$ cat src/rtl/sram_port_arbiter_if.sv
// Request, response and SRAM-side signal bundle for sram_port_arbiter.
// slave: arbiter view; master: view of the surrounding masters and SRAM macro.
interface sram_port_arbiter_if #(
  parameter int unsigned DATA_W = 32,
  parameter int unsigned ADDR_W = 15
);
  localparam int unsigned STRB_W = DATA_W / 8;

  logic              load;
  logic              b_valid;
  logic [ADDR_W-1:0] b_addr;
  logic [DATA_W-1:0] b_wdata;
  logic [STRB_W-1:0] b_wstrb;
  logic              b_ready;
  logic              d_valid;
  logic [ADDR_W-1:0] d_addr;
  logic [DATA_W-1:0] d_wdata;
  logic [STRB_W-1:0] d_wstrb;
  logic [DATA_W-1:0] d_rdata;
  logic              d_ready;
  logic              i_valid;
  logic [ADDR_W-1:0] i_addr;
  logic [DATA_W-1:0] i_rdata;
  logic              i_ready;
  logic              sram_valid;
  logic [ADDR_W-1:0] sram_addr;
  logic [DATA_W-1:0] sram_wdata;
  logic [STRB_W-1:0] sram_wstrb;
  logic [DATA_W-1:0] sram_rdata;

  modport slave (
    input  load,
    input  b_valid, b_addr, b_wdata, b_wstrb,
    output b_ready,
    input  d_valid, d_addr, d_wdata, d_wstrb,
    output d_rdata, d_ready,
    input  i_valid, i_addr,
    output i_rdata, i_ready,
    output sram_valid, sram_addr, sram_wdata, sram_wstrb,
    input  sram_rdata
  );

  modport master (
    output load,
    output b_valid, b_addr, b_wdata, b_wstrb,
    input  b_ready,
    output d_valid, d_addr, d_wdata, d_wstrb,
    input  d_rdata, d_ready,
    output i_valid, i_addr,
    input  i_rdata, i_ready,
    input  sram_valid, sram_addr, sram_wdata, sram_wstrb,
    output sram_rdata
  );
endinterface

$ cat src/rtl/sram_port_arbiter.sv
// Shares one single-port SRAM between boot loader, CPU data bus and CPU instruction bus.
// SRAM_ARB_RR_EN: round-robin data/instruction tie-break; otherwise fixed data > instruction.
module sram_port_arbiter #(
  parameter int unsigned DATA_W = 32,
  parameter int unsigned ADDR_W = 15
) (
  input logic                clk,
  input logic                rst,
  sram_port_arbiter_if.slave bus
);
  localparam int unsigned STRB_W = DATA_W / 8;

  typedef enum logic [1:0] {IDLE, ISSUE, RESP} state_t;
  typedef enum logic [1:0] {G_NONE, G_B, G_D, G_I} grant_t;

  state_t            state_q, state_d;
  grant_t            grant_q, grant_d, pick_c;
  logic              sram_valid_q, sram_valid_d;
  logic [ADDR_W-1:0] sram_addr_q, sram_addr_d;
  logic [DATA_W-1:0] sram_wdata_q, sram_wdata_d;
  logic [STRB_W-1:0] sram_wstrb_q, sram_wstrb_d;
  logic              b_ready_q, b_ready_d;
  logic              d_ready_q, d_ready_d;
  logic              i_ready_q, i_ready_d;
  logic [DATA_W-1:0] d_hold_q, d_hold_d;
  logic [DATA_W-1:0] i_hold_q, i_hold_d;
  logic              d_elig_c, i_elig_c, rd_access_c;

  assign d_elig_c    = bus.d_valid & ~bus.load;
  assign i_elig_c    = bus.i_valid & ~bus.load;
  // Strobes are held through RESP, so they still tell whether the access was a read.
  assign rd_access_c = (sram_wstrb_q == '0);

`ifdef SRAM_ARB_RR_EN
  logic rr_q, rr_d;  // 1: instruction bus wins the next data/instruction tie

  always_comb begin
    pick_c = G_NONE;
    if (bus.b_valid)                pick_c = G_B;
    else if (d_elig_c && i_elig_c)  pick_c = rr_q ? G_I : G_D;
    else if (d_elig_c)              pick_c = G_D;
    else if (i_elig_c)              pick_c = G_I;
  end

  always_comb begin
    rr_d = rr_q;
    if (state_q == IDLE && pick_c == G_D)      rr_d = 1'b1;
    else if (state_q == IDLE && pick_c == G_I) rr_d = 1'b0;
  end

  always_ff @(posedge clk) begin
    if (rst) rr_q <= 1'b0;
    else     rr_q <= rr_d;
  end
`else
  always_comb begin
    pick_c = G_NONE;
    if (bus.b_valid)   pick_c = G_B;
    else if (d_elig_c) pick_c = G_D;
    else if (i_elig_c) pick_c = G_I;
  end
`endif

  // Next-state and registered-output logic
  always_comb begin
    state_d      = state_q;
    grant_d      = grant_q;
    sram_valid_d = 1'b0;
    sram_addr_d  = sram_addr_q;
    sram_wdata_d = sram_wdata_q;
    sram_wstrb_d = sram_wstrb_q;
    b_ready_d    = 1'b0;
    d_ready_d    = 1'b0;
    i_ready_d    = 1'b0;
    d_hold_d     = d_hold_q;
    i_hold_d     = i_hold_q;
    unique case (state_q)
      IDLE: begin
        if (pick_c != G_NONE) begin
          state_d      = ISSUE;
          grant_d      = pick_c;
          sram_valid_d = 1'b1;
          unique case (pick_c)
            G_B: begin
              sram_addr_d  = bus.b_addr;
              sram_wdata_d = bus.b_wdata;
              sram_wstrb_d = bus.b_wstrb;
            end
            G_D: begin
              sram_addr_d  = bus.d_addr;
              sram_wdata_d = bus.d_wdata;
              sram_wstrb_d = bus.d_wstrb;
            end
            G_I: begin
              sram_addr_d  = bus.i_addr;
              sram_wstrb_d = '0;
            end
            default: ;
          endcase
        end
      end
      ISSUE: begin
        state_d   = RESP;
        b_ready_d = (grant_q == G_B);
        d_ready_d = (grant_q == G_D);
        i_ready_d = (grant_q == G_I);
      end
      RESP: begin
        state_d = IDLE;
        grant_d = G_NONE;
        if (grant_q == G_D && rd_access_c) d_hold_d = bus.sram_rdata;
        if (grant_q == G_I)                i_hold_d = bus.sram_rdata;
      end
      default: state_d = IDLE;
    endcase
  end

  always_ff @(posedge clk) begin
    if (rst) begin
      state_q      <= IDLE;
      grant_q      <= G_NONE;
      sram_valid_q <= 1'b0;
      sram_addr_q  <= '0;
      sram_wdata_q <= '0;
      sram_wstrb_q <= '0;
      b_ready_q    <= 1'b0;
      d_ready_q    <= 1'b0;
      i_ready_q    <= 1'b0;
      d_hold_q     <= '0;
      i_hold_q     <= '0;
    end else begin
      state_q      <= state_d;
      grant_q      <= grant_d;
      sram_valid_q <= sram_valid_d;
      sram_addr_q  <= sram_addr_d;
      sram_wdata_q <= sram_wdata_d;
      sram_wstrb_q <= sram_wstrb_d;
      b_ready_q    <= b_ready_d;
      d_ready_q    <= d_ready_d;
      i_ready_q    <= i_ready_d;
      d_hold_q     <= d_hold_d;
      i_hold_q     <= i_hold_d;
    end
  end

  // Read data arrives from the macro during RESP, so it is passed through alongside ready.
  assign bus.d_rdata    = (d_ready_q && rd_access_c) ? bus.sram_rdata : d_hold_q;
  assign bus.i_rdata    = i_ready_q ? bus.sram_rdata : i_hold_q;
  assign bus.b_ready    = b_ready_q;
  assign bus.d_ready    = d_ready_q;
  assign bus.i_ready    = i_ready_q;
  assign bus.sram_valid = sram_valid_q;
  assign bus.sram_addr  = sram_addr_q;
  assign bus.sram_wdata = sram_wdata_q;
  assign bus.sram_wstrb = sram_wstrb_q;
endmodule
$ cat src/flat_wrapper.sv
// flat-port wrapper written by rule: the top's interface ports become plain ports
module sram_port_arbiter_flat 
#(
  parameter int unsigned DATA_W = 32,
  parameter int unsigned ADDR_W = 15
)
  (clk, rst, bus_load, bus_b_valid, bus_b_addr, bus_b_wdata, bus_b_wstrb, bus_b_ready, bus_d_valid, bus_d_addr, bus_d_wdata, bus_d_wstrb, bus_d_rdata, bus_d_ready, bus_i_valid, bus_i_addr, bus_i_rdata, bus_i_ready, bus_sram_valid, bus_sram_addr, bus_sram_wdata, bus_sram_wstrb, bus_sram_rdata);
  sram_port_arbiter_if #(.DATA_W(DATA_W), .ADDR_W(ADDR_W)) bus_i ();
  input logic clk;
  input logic rst;
  input wire logic [$bits(bus_i.load)-1:0] bus_load;
  input wire logic [$bits(bus_i.b_valid)-1:0] bus_b_valid;
  input wire logic [$bits(bus_i.b_addr)-1:0] bus_b_addr;
  input wire logic [$bits(bus_i.b_wdata)-1:0] bus_b_wdata;
  input wire logic [$bits(bus_i.b_wstrb)-1:0] bus_b_wstrb;
  output wire logic [$bits(bus_i.b_ready)-1:0] bus_b_ready;
  input wire logic [$bits(bus_i.d_valid)-1:0] bus_d_valid;
  input wire logic [$bits(bus_i.d_addr)-1:0] bus_d_addr;
  input wire logic [$bits(bus_i.d_wdata)-1:0] bus_d_wdata;
  input wire logic [$bits(bus_i.d_wstrb)-1:0] bus_d_wstrb;
  output wire logic [$bits(bus_i.d_rdata)-1:0] bus_d_rdata;
  output wire logic [$bits(bus_i.d_ready)-1:0] bus_d_ready;
  input wire logic [$bits(bus_i.i_valid)-1:0] bus_i_valid;
  input wire logic [$bits(bus_i.i_addr)-1:0] bus_i_addr;
  output wire logic [$bits(bus_i.i_rdata)-1:0] bus_i_rdata;
  output wire logic [$bits(bus_i.i_ready)-1:0] bus_i_ready;
  output wire logic [$bits(bus_i.sram_valid)-1:0] bus_sram_valid;
  output wire logic [$bits(bus_i.sram_addr)-1:0] bus_sram_addr;
  output wire logic [$bits(bus_i.sram_wdata)-1:0] bus_sram_wdata;
  output wire logic [$bits(bus_i.sram_wstrb)-1:0] bus_sram_wstrb;
  input wire logic [$bits(bus_i.sram_rdata)-1:0] bus_sram_rdata;
  assign bus_i.load = bus_load;
  assign bus_i.b_valid = bus_b_valid;
  assign bus_i.b_addr = bus_b_addr;
  assign bus_i.b_wdata = bus_b_wdata;
  assign bus_i.b_wstrb = bus_b_wstrb;
  assign bus_b_ready = bus_i.b_ready;
  assign bus_i.d_valid = bus_d_valid;
  assign bus_i.d_addr = bus_d_addr;
  assign bus_i.d_wdata = bus_d_wdata;
  assign bus_i.d_wstrb = bus_d_wstrb;
  assign bus_d_rdata = bus_i.d_rdata;
  assign bus_d_ready = bus_i.d_ready;
  assign bus_i.i_valid = bus_i_valid;
  assign bus_i.i_addr = bus_i_addr;
  assign bus_i_rdata = bus_i.i_rdata;
  assign bus_i_ready = bus_i.i_ready;
  assign bus_sram_valid = bus_i.sram_valid;
  assign bus_sram_addr = bus_i.sram_addr;
  assign bus_sram_wdata = bus_i.sram_wdata;
  assign bus_sram_wstrb = bus_i.sram_wstrb;
  assign bus_i.sram_rdata = bus_sram_rdata;
  sram_port_arbiter #(.DATA_W(DATA_W), .ADDR_W(ADDR_W)) u_core (.clk(clk), .rst(rst), .bus(bus_i));
endmodule
$ cat config.mk
export PLATFORM = sky130hd
export DESIGN_NAME = sram_port_arbiter_flat
export DESIGN_NICKNAME = d
export VERILOG_FILES = /design/src/rtl/sram_port_arbiter_if.sv /design/src/rtl/sram_port_arbiter.sv /design/src/flat_wrapper.sv
export SDC_FILE = /design/constraint.sdc
export NUM_CORES = 1
export LEC_CHECK = 0
export ABC_AREA = 1
export CORE_MARGIN = 2
export CORE_UTILIZATION = 57
export DETAILED_ROUTE_END_ITERATION = 8
export DONT_BUFFER_PORTS = 1
export PLACE_DENSITY = 0.75
export SLEW_MARGIN = 20
export SYNTH_ARGS = -nofsm -noshare
export SYNTH_HDL_FRONTEND = slang
export SYNTH_SLANG_ARGS = --single-unit
$ cat constraint.sdc
create_clock -name clk -period 1.56 [get_ports clk]
set_clock_uncertainty 0.1 [all_clocks]
set_input_delay 0.156 -clock clk [delete_from_list [all_inputs] [get_ports clk]]
set_output_delay 0.156 -clock clk [all_outputs]
set_load 0.03 [all_outputs]
==> flow_metrics.py, run 1 <==
metrics = {
    "place": {
        "place.gp.congestion": 0.8239,
        "hpwl_um": 12230,
        "portBuffers": 0,
    },
    "logic_synthesis": {
        "synth_flop_cell": "dfxtp_1",
        "yosys.cell_types.count": 19,
        "postSynthAreaPerCell_um2": 6.229,
        "synth_warnings": 0,
        "async_flop_share_pct": 0,
        "synth_area_um2": 6042,
        "synth_seq_area_share_pct": 40.75,
        "syn_nets": 1130,
        "synth_edf_count": 0,
        "syn_inst": 970,
        "ys_seq_elements": 123,
    },
    "floorplanning": {
        "fp.dieW_um": 107.0,
        "fp-row-count": 37,
        "initial_core_util_pct": 58.53,
        "die_h_um": 107.0,
        "io_pins": 274,
    },
    "clock_tree": {
        "clock_sinks": 123,
        "clock_path_buffers": 2,
        "cts_root_buf": "clkbuf_8",
        "cts_made_buffers": 17,
        "htreeDepth": 4,
    },
    "status": {
        "stop_stage": "global routing",
        "first-error": "[ERROR DPL-0038] Utilization greater than 100%, impossible to legalize",
        "status": "did not finish",
    },
    "sta": {
        "worstEpCategory": "primary output",
        "worst_endpoint": "bus_d_rdata[23]",
    },
    "global_routing": {
        "grt_max_degree": 54,
    },
}
-- through the flow --
step	instances	setup TNS (ps)	cell area, µm²	hold WS (ps)	setup slack (ps)
after floorplan	970	-935.0	6435	190.9	-62.33
after global placement	1121	-48.80	7019	128.6	-14.54
after detailed placement	1121	-4007	7019	129.2	-129.7
after CTS	1317	-21280	9842	106.9	-463.5
-- cell families after synthesis --
family          count (synthesis)  synth area share (%)
simple gates                  557                 36.05
compound gates                163                 13.50
flops                         123                 40.75
buf+inv                       122                 8.656
fa+ha+maj                       5                 1.035
-- synth_stat cells, types with 4 or more instances --
master,n,area [µm²]
nand3_1,42,210.2
nor2_1,262,983.4
inv_2,7,26.28
dfxtp_1,123,2462
buf_2,39,195.2
a21oi_1,37,185.2
buf_4,4,30.03
o21ai_0,84,420.4
inv_1,51,191.4
o21ai_1,42,210.2
nand2_1,243,912.1
ha_1,5,62.56
clkbuf_1,12,45.04
buf_1,8,30.03
nor3_1,4,20.02
-- timing repair --
action,CTS
setup endpoints to repair,65
resized for setup,99
endpoints found under the hold margin,121
setup buffers,3
hold buffers,153
pin swaps,24
cloned,8
==> run 2, diff against run 1 <==
--- a/config.mk
+++ b/config.mk
@@ -7,10 +7,10 @@
 export LEC_CHECK = 0
 export ABC_AREA = 1
 export CORE_MARGIN = 2
-export CORE_UTILIZATION = 57
+export CORE_UTILIZATION = 40
 export DETAILED_ROUTE_END_ITERATION = 8
 export DONT_BUFFER_PORTS = 1
-export PLACE_DENSITY = 0.75
+export PLACE_DENSITY_LB_ADDON = 0.15
 export SLEW_MARGIN = 20
 export SYNTH_ARGS = -nofsm -noshare
 export SYNTH_HDL_FRONTEND = slang
==> constraint.sdc (replaced) <==
create_clock -name clk -period 2.05 [get_ports clk]
set_clock_uncertainty 0.1 [all_clocks]
set_input_delay 0.205 -clock clk [delete_from_list [all_inputs] [get_ports clk]]
set_output_delay 0.205 -clock clk [all_outputs]
set_load 0.03 [all_outputs]
==> run 2 against run 1 <==
Synthesized cell count did not move. Area after synthesis did not move. The flow now finishes without violations.
==> flow_metrics.py, run 2 <==
metrics = {
    "status": {
        "status": "finished, final reports clean",
    },
    "floorplanning": {
        "fp.coreArea_um2": 14640,
        "fp-row-count": 44,
        "die_h_um": 126.9,
        "fp.dieW_um": 126.9,
        "dieArea_um2": 16100,
        "io_pins": 274,
        "initial_core_util_pct": 41.26,
    },
    "worst_hold_path": {
        "worstHoldPathType": "in2reg",
        "hold_path_end": "u_core.grant_q[1]$_SDFFE_PP0P_",
        "hold_path_depth": 4,
        "worstHoldStart": "bus_load",
    },
    "sta": {
        "fin_hold_ws_ps": 45.98,
        "setup_viol": 0,
        "max_clock_freq_mhz": 515.4,
        "fin_crit_sh_pct": 94.65,
        "worst_slew_pin_slew_ps": 669.6,
        "min_period_ps": 1940,
        "slew_headroom_pct": 55.30,
        "rsz0062_at_grt": "true",
        "finalHoldViolCount": 0,
        "slew_violations": 0,
    },
    "global_routing": {
        "grt_pass1_vias": 6423,
        "overflow": 0,
        "grt_max_degree": 47,
        "antenna_found_initial": 0,
        "grtUsageTotal_pct": 23.26,
        "grt_pass1_wl_um": 30350,
    },
    "clock_tree": {
        "cts_tree": "done",
        "cts_root_buf": "clkbuf_16",
        "clk_latency_ps": 410,
        "htreeDepth": 4,
        "clock_sinks": 123,
        "clock_path_buffers": 2,
        "clk_pin_slew_ps": 60,
        "cts_made_buffers": 17,
    },
    "route": {
        "ant_nets": 0,
        "dr.pass1.iters": 4,
        "wire_per_inst_um": 14.04,
        "wirelength_um": 18920,
        "dr.first_iter.drc_count": 448,
        "via_count": 6700,
        "vias_per_cell": 4.970,
        "drc": 0,
    },
    "pwr": {
        "powerDensity_nw_per_um2": 780.2,
        "irDropWorstVdd_mv": 0.5588,
        "p_leak_uw": 0.004100,
    },
    "final_layout": {
        "design_area_um2": 8735,
        "n_antenna_cell": 0,
        "area_delta_synth_final_pct": 44.56,
        "finalNetCount": 1312,
        "final_cell_mix": "260 x nor2_1, 242 x nand2_1, 136 x dlygate4sd3_1, 122 x dfxtp_1, 84 x buf_4",
        "layout-drive-gt1-share_pct": 12.71,
        "final_common_cell": "nor2_1",
    },
    "place": {
        "place.gp.congestion": 0.7800,
        "placed_area_um2": 6726,
        "hpwl_um": 11780,
        "portBuffers": 0,
    },
    "logic_synthesis": {
        "synth_seq_area_share_pct": 40.75,
        "synth_flop_cell": "dfxtp_1",
        "syn_inst": 970,
        "yosysMostFrequentCell": "nor2_1",
        "synth_warnings": 0,
        "async_flop_share_pct": 0,
        "ys_seq_elements": 123,
        "postSynthAreaPerCell_um2": 6.229,
        "synth_area_um2": 6042,
        "synth_edf_count": 0,
        "synth_top_area_share_pct": 40.75,
        "yosys-top-cells-area": "dfxtp_1 41%, nor2_1 16%, nand2_1 15%",
        "yosys.cell_types.count": 19,
        "synth_common_cells": "262 x nor2_1, 243 x nand2_1, 123 x dfxtp_1",
        "syn_nets": 1130,
        "synth_top_area_cell": "dfxtp_1",
    },
    "job": {
        "maxCapViolCount": 0,
    },
    "critical_path": {
        "critPathSlowestCell": "dfxtp_1",
        "reg2reg_setup_slack_ps": 240,
        "path_delay_family": "buffers and inverters",
        "cp.buffers_inverters": 3,
        "critical_path_class": "reg2out",
        "reg2reg_to": "u_core.bus.sram_addr[3]$_SDFFE_PP0P_",
        "rr_worst_depth": 8,
        "max_stage_delay_ps": 310,
        "path_max_fanout": 38,
        "startpoint_type": "flip-flop",
        "crit_arrival_ps": 1640,
        "r2r-start": "u_core.state_q[1]$_SDFFE_PP0P_",
        "required_ps": 1750,
        "end_kind": "output pin",
        "cp_cell_sequence": "nor2_2, nand2_2, inv_2, nand2_4, buf_12, o21ai_1, buf_4",
    },
}
[run 2: worst reg2reg max path, cell delays in order (launching register included)]
cell and delay (ps):
dfxtp_1 320, nor2_2 160, nand2_1 120, inv_2 80, buf_12 170, nand2_1 80
nor2_1 80, dlygate4sd3_1 560, nor2_1 40
[run 2: report_power, final]
group	total, µW	internal [µW]	switching [µW]	leakage, µW
registers	2870	2530	337	0.00100
logic	980	448	532	0.00280
clock network	2970	1940	1030	0.000292
[run 2: worst max-delay path by stage]
stage / start / endpoint / cells past startpoint
3_3_place_gp: bus_load / u_core.bus.sram_wdata[11]$_SDFFE_PP0P_ / 8
3_5_place_dp: bus_load / u_core.bus.sram_wdata[6]$_SDFFE_PP0P_ / 8
4_1_cts: u_core.bus.sram_wstrb[1]$_SDFFE_PP0P_ / bus_d_rdata[4] / 7
5_1_grt: u_core.bus.sram_wstrb[1]$_SDFFE_PP0P_ / bus_d_rdata[0] / 7
2_1_floorplan: u_core.bus.sram_wstrb[1]$_SDFFE_PP0P_ / bus_d_rdata[0] / 6
6_report: u_core.bus.sram_wstrb[1]$_SDFFE_PP0P_ / bus_d_rdata[18] / 7
[run 2: kinds of logic after synthesis]
group,count (synthesis),share of synthesized area [%]
AOI/OAI and AO/OA,163,13.50
adders and majority gates,5,1.035
buffers and inverters,122,8.656
DFF,123,40.75
and+or+nand+nor,557,36.05
[run 2: layout make-up]
class	count	area, µm²
clock buffers	24	501.7
multi-input cells	725	3107
fillers	1365	5909
flip-flops and latches	123	2464
well taps	184	230.2
repair buffers	227	2127
inverters	58	217.7
clock inverters	7	87.58
[run 2: per-layer routing]
layer	vias up	global-route usage, %	share of wire (%)
met4	0	9.696	2.7
li1	3382	-	-
met3	45	6.706	6.6
met5	-	0	0
met1	3000	26.39	41
met2	273	40.89	50
[run 2: repair_timing]
action	4_1_cts	5_1_grt
buffers inserted	0	0
hold buffers	136	0
endpoints found under the hold margin	119	0
setup endpoints to repair	14	47
gates resized for setup	3	19
[run 2: metrics by stage]
stage | TNS [ps] | util [%] | cells | total power (µW) | worst slack (ps)
after global placement | 0 | 45.93 | 1181 | 3600 | 233.1
after CTS | 0 | 59.30 | 1348 | 6849 | 3.726
final | 0 | 59.65 | 1348 | 6815 | 109.6
after floorplan | 0 | - | 970 | 3402 | 21.89
after detailed placement | 0 | 45.93 | 1181 | 3607 | 216.6
after global routing | -20.67 | 59.65 | 1348 | 7118 | -6.029
Power figures use the tool's default switching activity.
==> run 3, diff against run 2 <==
--- a/config.mk
+++ b/config.mk
@@ -11,6 +11,7 @@
 export DETAILED_ROUTE_END_ITERATION = 8
 export DONT_BUFFER_PORTS = 1
 export PLACE_DENSITY_LB_ADDON = 0.15
+export RECOVER_POWER = 50
 export SLEW_MARGIN = 20
 export SYNTH_ARGS = -nofsm -noshare
 export SYNTH_HDL_FRONTEND = slang
==> run 3 against run 2 <==
Sequential power is essentially flat. Critical path depth stayed put. Setup slack got worse by 0.72 ps. Register-to-register slack about the same. Count of clock-buffer cells in the layout unchanged. Combinational power is essentially flat. Non-clock buffer count did not move. Wire length is 0.30% higher. Critical path type unchanged. Largest power group unchanged. Highest routed layer unchanged.
==> flow_metrics.py, run 3 (synthesis gave the netlist of run 2 again) <==
metrics = {
    "status": {
        "status": "finished, final reports clean",
    },
    "job": {
        "maxCapViolCount": 0,
    },
    "critical_path": {
        "path_max_fanout": 38,
        "reg2reg_to": "u_core.bus.sram_addr[3]$_SDFFE_PP0P_",
        "worstSetupStartpoint": "u_core.bus.sram_wstrb[1]$_SDFFE_PP0P_",
        "reg2reg_setup_slack_ps": 240,
        "end_kind": "output pin",
        "cp_cell_sequence": "nor2_2, nand2_2, inv_2, nand2_4, buf_12, o21ai_1, buf_4",
        "cp.buffers_inverters": 3,
        "path_delay_family": "buffers and inverters",
        "startpoint_type": "flip-flop",
        "crit_arrival_ps": 1640,
        "max_stage_delay_ps": 310,
        "r2r-start": "u_core.state_q[1]$_SDFFE_PP0P_",
        "cp_num_cells": 7,
        "rr_worst_depth": 8,
        "critical_path_class": "reg2out",
        "required_ps": 1750,
        "cp-endpoint": "bus_d_rdata[18]",
        "critPathSlowestCell": "dfxtp_1",
    },
    "route": {
        "dr.first_iter.drc_count": 453,
        "drc": 0,
        "ant_nets": 0,
        "wirelength_um": 18980,
        "dr.pass1.iters": 4,
        "via_count": 6692,
        "vias_per_cell": 4.964,
        "wire_per_inst_um": 14.08,
    },
    "final_layout": {
        "final_cell_mix": "260 x nor2_1, 242 x nand2_1, 136 x dlygate4sd3_1, 122 x dfxtp_1, 82 x buf_4",
        "ff_latch_area_um2": 2464,
        "n_antenna_cell": 0,
        "multi_input_area_um2": 3107,
        "final_util_pct": 59.60,
        "fillCellCount": 1367,
        "final_common_cell": "nor2_1",
        "area_delta_synth_final_pct": 44.44,
        "finalNetCount": 1312,
        "stdcell_count": 1348,
        "layout-drive-gt1-share_pct": 12.54,
    },
    "sta": {
        "setup_viol": 0,
        "fin_crit_sh_pct": 94.69,
        "fin_ws_ps": 108.9,
        "slew_violations": 0,
        "rsz0062_at_grt": "true",
        "max_clock_freq_mhz": 515.2,
        "setup_tns_ps": 0,
        "min_period_ps": 1941,
        "worst_slew_pin_slew_ps": 669.0,
        "finalHoldViolCount": 0,
        "slew_headroom_pct": 55.33,
    },
    "global_routing": {
        "grt_max_degree": 47,
        "antenna_found_initial": 0,
        "grt_pass1_vias": 6423,
        "grtUsageTotal_pct": 23.26,
        "overflow": 0,
        "grt_pass1_wl_um": 30350,
    },
    "clock_tree": {
        "cts_root_buf": "clkbuf_16",
        "clock_sinks": 123,
        "cts_made_buffers": 17,
        "clk_latency_ps": 410,
        "cts_tree": "done",
        "clk_pin_slew_ps": 60,
        "clock_path_buffers": 2,
        "htreeDepth": 4,
    },
    "pwr": {
        "internal-power_uw": 4911,
        "p_comb_share_pct": 14.3,
        "netSwitchingFraction_pct": 27.89,
        "p_seq_share_pct": 42.1,
        "p_switching_uw": 1899,
        "powerDensity_nw_per_um2": 780.3,
        "p_leak_uw": 0.004092,
        "irDropWorstVdd_mv": 0.5597,
        "clockPowerShare_pct": 43.5,
    },
    "floorplanning": {
        "dieArea_um2": 16100,
        "io_pins": 274,
        "initial_core_util_pct": 41.26,
        "fp.coreArea_um2": 14640,
        "die_h_um": 126.9,
        "fp-row-count": 44,
        "fp.dieW_um": 126.9,
    },
    "place": {
        "portBuffers": 0,
        "place_ws_ps": 216.6,
        "hpwl_um": 11780,
        "place.gp.congestion": 0.7800,
        "dp_cells": 1181,
    },
    "worst_hold_path": {
        "worstHoldPathType": "in2reg",
    },
}
==> run 3: changes by cell type in the layout (fill, tap and decap cells not counted), sizes merged <==
cell / delta
clkbuf: +2
buf: -2
==> run 3: how the worst min path moves through the flow <==
stage                                       end  slack, ps               start  cells after the start
3_3_place_gp     u_core.grant_q[0]$_SDFFE_PP0P_        180                 rst                      1
2_1_floorplan  u_core.i_hold_q[10]$_SDFFE_PP0P_        240  bus_sram_rdata[10]                      2
6_report         u_core.grant_q[1]$_SDFFE_PP0P_         50            bus_load                      4
3_5_place_dp     u_core.grant_q[0]$_SDFFE_PP0P_        180                 rst                      1
5_1_grt          u_core.grant_q[1]$_SDFFE_PP0P_         80            bus_load                      4
4_1_cts          u_core.grant_q[1]$_SDFFE_PP0P_         40         bus_b_valid                      4
==> run 3: layout make-up <==
class	count	area share, %
flip-flops and latches	123	28.23
clock buffers	24	5.749
repair buffers	227	24.29
inverters	58	2.495
well taps	184	2.638
clock inverters	7	1.004
multi-input cells	725	35.60
==> run 3: routing by layer <==
layer	GRT usage [%]	share of wire (%)	vias to the layer above
li1	-	-	3384
met1	26.39	41	2996
met2	40.89	49	264
met3	6.706	6.7	48
met4	9.696	3.0	0
met5	0	0	-
==> run 3: worst register-to-register path: cells and delay by family, from the launching register on <==
kind                   cells  cell delay, ps
buffers and inverters      3             810
DFF                        1             320
and+or+nand+nor            5             480
==> run 3: through the flow <==
stage / hold slack, ps / total power (µW) / instance area [µm²]
after floorplan: 239.9 / 3402 / 6042
after global placement: 179.2 / 3600 / 6726
after detailed placement: 180.3 / 3607 / 6726
after CTS: 39.12 / 6849 / 8685
after global routing: 78.66 / 7114 / 8727
final: 45.51 / 6810 / 8727
==> run 3: power by group through the flow <==
stage,combinational [µW],sequential (µW),clock [µW]
3_5_place_dp,690,2920,0
3_3_place_gp,682,2920,0
2_1_floorplan,504,2900,0
4_1_cts,955,2870,3030
6_report,977,2870,2970
5_1_grt,1090,2880,3140
==> run 3: repair_timing <==
action,in CTS,in global routing
hold endpoints to repair,119,0
setup endpoints to repair,14,47
buffers inserted,0,0
hold buffers,136,0
gates resized for setup,3,19
==> run 4, diff against run 3 <==
--- a/config.mk
+++ b/config.mk
@@ -7,7 +7,7 @@
 export LEC_CHECK = 0
 export ABC_AREA = 1
 export CORE_MARGIN = 2
-export CORE_UTILIZATION = 40
+export CORE_UTILIZATION = 35
 export DETAILED_ROUTE_END_ITERATION = 8
 export DONT_BUFFER_PORTS = 1
 export PLACE_DENSITY_LB_ADDON = 0.15
==> run 4 against run 3 <==
Sequential share of layout area decreased by 0.42 points. Via count decreased by 0.36%. Sequential power about the same. Largest cell class unchanged.
==> flow_metrics.py, run 4 (synthesis gave the netlist of run 2 again) <==
metrics = {
    "clock_tree": {
        "post_cts_buffers": 0,
        "clk_latency_ps": 420,
        "cts_made_buffers": 17,
        "clock_sinks": 123,
        "clock_path_buffers": 2,
        "cts_tree": "done",
        "htreeDepth": 4,
        "clk_pin_slew_ps": 60,
        "cts_root_buf": "clkbuf_16",
    },
    "route": {
        "dr.pass1.iters": 4,
        "ant_nets": 0,
        "wirelength_um": 19740,
        "drc": 0,
        "vias_per_cell": 4.794,
        "via_count": 6668,
        "wire_per_inst_um": 14.19,
        "dr.first_iter.drc_count": 325,
    },
    "floorplanning": {
        "dieArea_um2": 18330,
        "fp.coreArea_um2": 17060,
        "fp-row-count": 48,
        "die_h_um": 135.4,
        "io_pins": 274,
        "fp.dieW_um": 135.4,
        "initial_core_util_pct": 35.42,
    },
    "final_layout": {
        "stdcell_count": 1391,
        "final_util_pct": 51.94,
        "n_antenna_cell": 0,
        "final_cell_mix": "263 x nor2_1, 241 x nand2_1, 137 x dlygate4sd3_1, 122 x dfxtp_1, 77 x o21ai_0",
        "finalNetCount": 1313,
        "area_delta_synth_final_pct": 46.63,
        "final_common_cell": "nor2_1",
        "design_area_um2": 8860,
        "layout-drive-gt1-share_pct": 12.61,
    },
    "sta": {
        "min_period_ps": 1970,
        "slew_headroom_pct": 40.78,
        "max_clock_freq_mhz": 507.5,
        "fin_crit_sh_pct": 96.12,
        "setup_viol": 0,
        "fin_ws_ps": 79.59,
        "slew_violations": 0,
        "worst_slew_pin_slew_ps": 888.3,
        "finalHoldViolCount": 0,
    },
    "job": {
        "maxCapViolCount": 0,
    },
    "critical_path": {
        "path_delay_family": "buffers and inverters",
        "reg2reg_setup_slack_ps": 170,
        "startpoint_type": "flip-flop",
        "cp_cell_sequence": "nor2_1, nand2_2, inv_4, nand2_8, clkbuf_16, o21ai_1, buf_4",
        "cp.buffers_inverters": 3,
        "critical_path_class": "reg2out",
        "end_kind": "output pin",
        "required_ps": 1750,
        "critPathSlowestCell": "dfxtp_1",
        "max_stage_delay_ps": 300,
        "path_max_fanout": 8,
        "crit_arrival_ps": 1670,
    },
    "pwr": {
        "p_leak_uw": 0.004113,
        "finalPower_uw": 6903,
        "irDropWorstVdd_mv": 0.6071,
        "powerDensity_nw_per_um2": 779.1,
    },
    "place": {
        "dp_cells": 1217,
        "place.gp.congestion": 0.7721,
        "placed_area_um2": 6740,
        "portBuffers": 0,
        "hpwl_um": 11780,
        "place_ws_ps": 267.2,
    },
    "global_routing": {
        "antenna_found_initial": 0,
        "grt_max_degree": 66,
        "overflow": 0,
        "grtUsageTotal_pct": 20.15,
        "grt_pass1_wl_um": 29480,
        "grt_pass1_vias": 6012,
    },
    "status": {
        "status": "finished, final reports clean",
    },
    "worst_hold_path": {
        "worstHoldPathType": "in2reg",
    },
}
-- run 4: path summary, 6_finish.rpt --
kind	start	to	depth (start not counted)
max	u_core.bus.sram_wstrb[1]$_SDFFE_PP0P_	bus_d_rdata[10]	7
min	bus_b_valid	u_core.grant_q[1]$_SDFFE_PP0P_	4
max reg2reg	u_core.state_q[1]$_SDFFE_PP0P_	u_core.bus.sram_addr[11]$_SDFFE_PP0P_	8
min reg2reg	u_core.d_hold_q[6]$_SDFFE_PP0P_	u_core.d_hold_q[6]$_SDFFE_PP0P_	2
-- run 4: worst min-delay path, stage by stage --
cell and delay [ps]:
nor3_1 30, buf_4 140, nand2_1 70, nand2_1 40
-- run 4: timing repair --
action                                 4_1_cts  5_1_grt
gates resized for setup                      7       27
endpoints found under the hold margin      119        0
setup endpoints to repair                   17       42
hold buffers                               137        0
cloned                                       0        5
-- run 4: through the flow --
| stage | hold slack, ps | setup TNS [ps] |
|---|---|---|
| finish | 18.06 | 0 |
| detailed placement | 179.5 | 0 |
| floorplan | 239.9 | 0 |
| CTS | 3.198 | -2.173 |
| global placement | 176.8 | 0 |
| global route | 36.15 | -15.87 |
-- run 4: cell type report --
cell class                 count  area (µm²)
clock buffer                  21       460.4
sequential                   123        2464
clock inverter                11       142.6
timing repair buffer         228        2152
tap                          225       281.5
multi-input combinational    725        3139
inverter                      58       220.2
fill                        1717        8197
-- run 4: power breakdown --
group | switching, µW | internal (µW) | leakage [µW]
registers | 336 | 2530 | 0.00100
clock network | 1100 | 1970 | 0.000293
logic | 533 | 434 | 0.00282
-- run 4: per-layer routing --
metal | global-route usage [%] | up-vias | part of all wire, % | wire (µm)
met5 | 0 | - | 0 | 0
met4 | 6.713 | 0 | 1.6 | 308
met3 | 6.285 | 19 | 6.7 | 1315
met2 | 34.15 | 213 | 49 | 9685
met1 | 24.28 | 3033 | 43 | 8427
li1 | - | 3403 | - | -
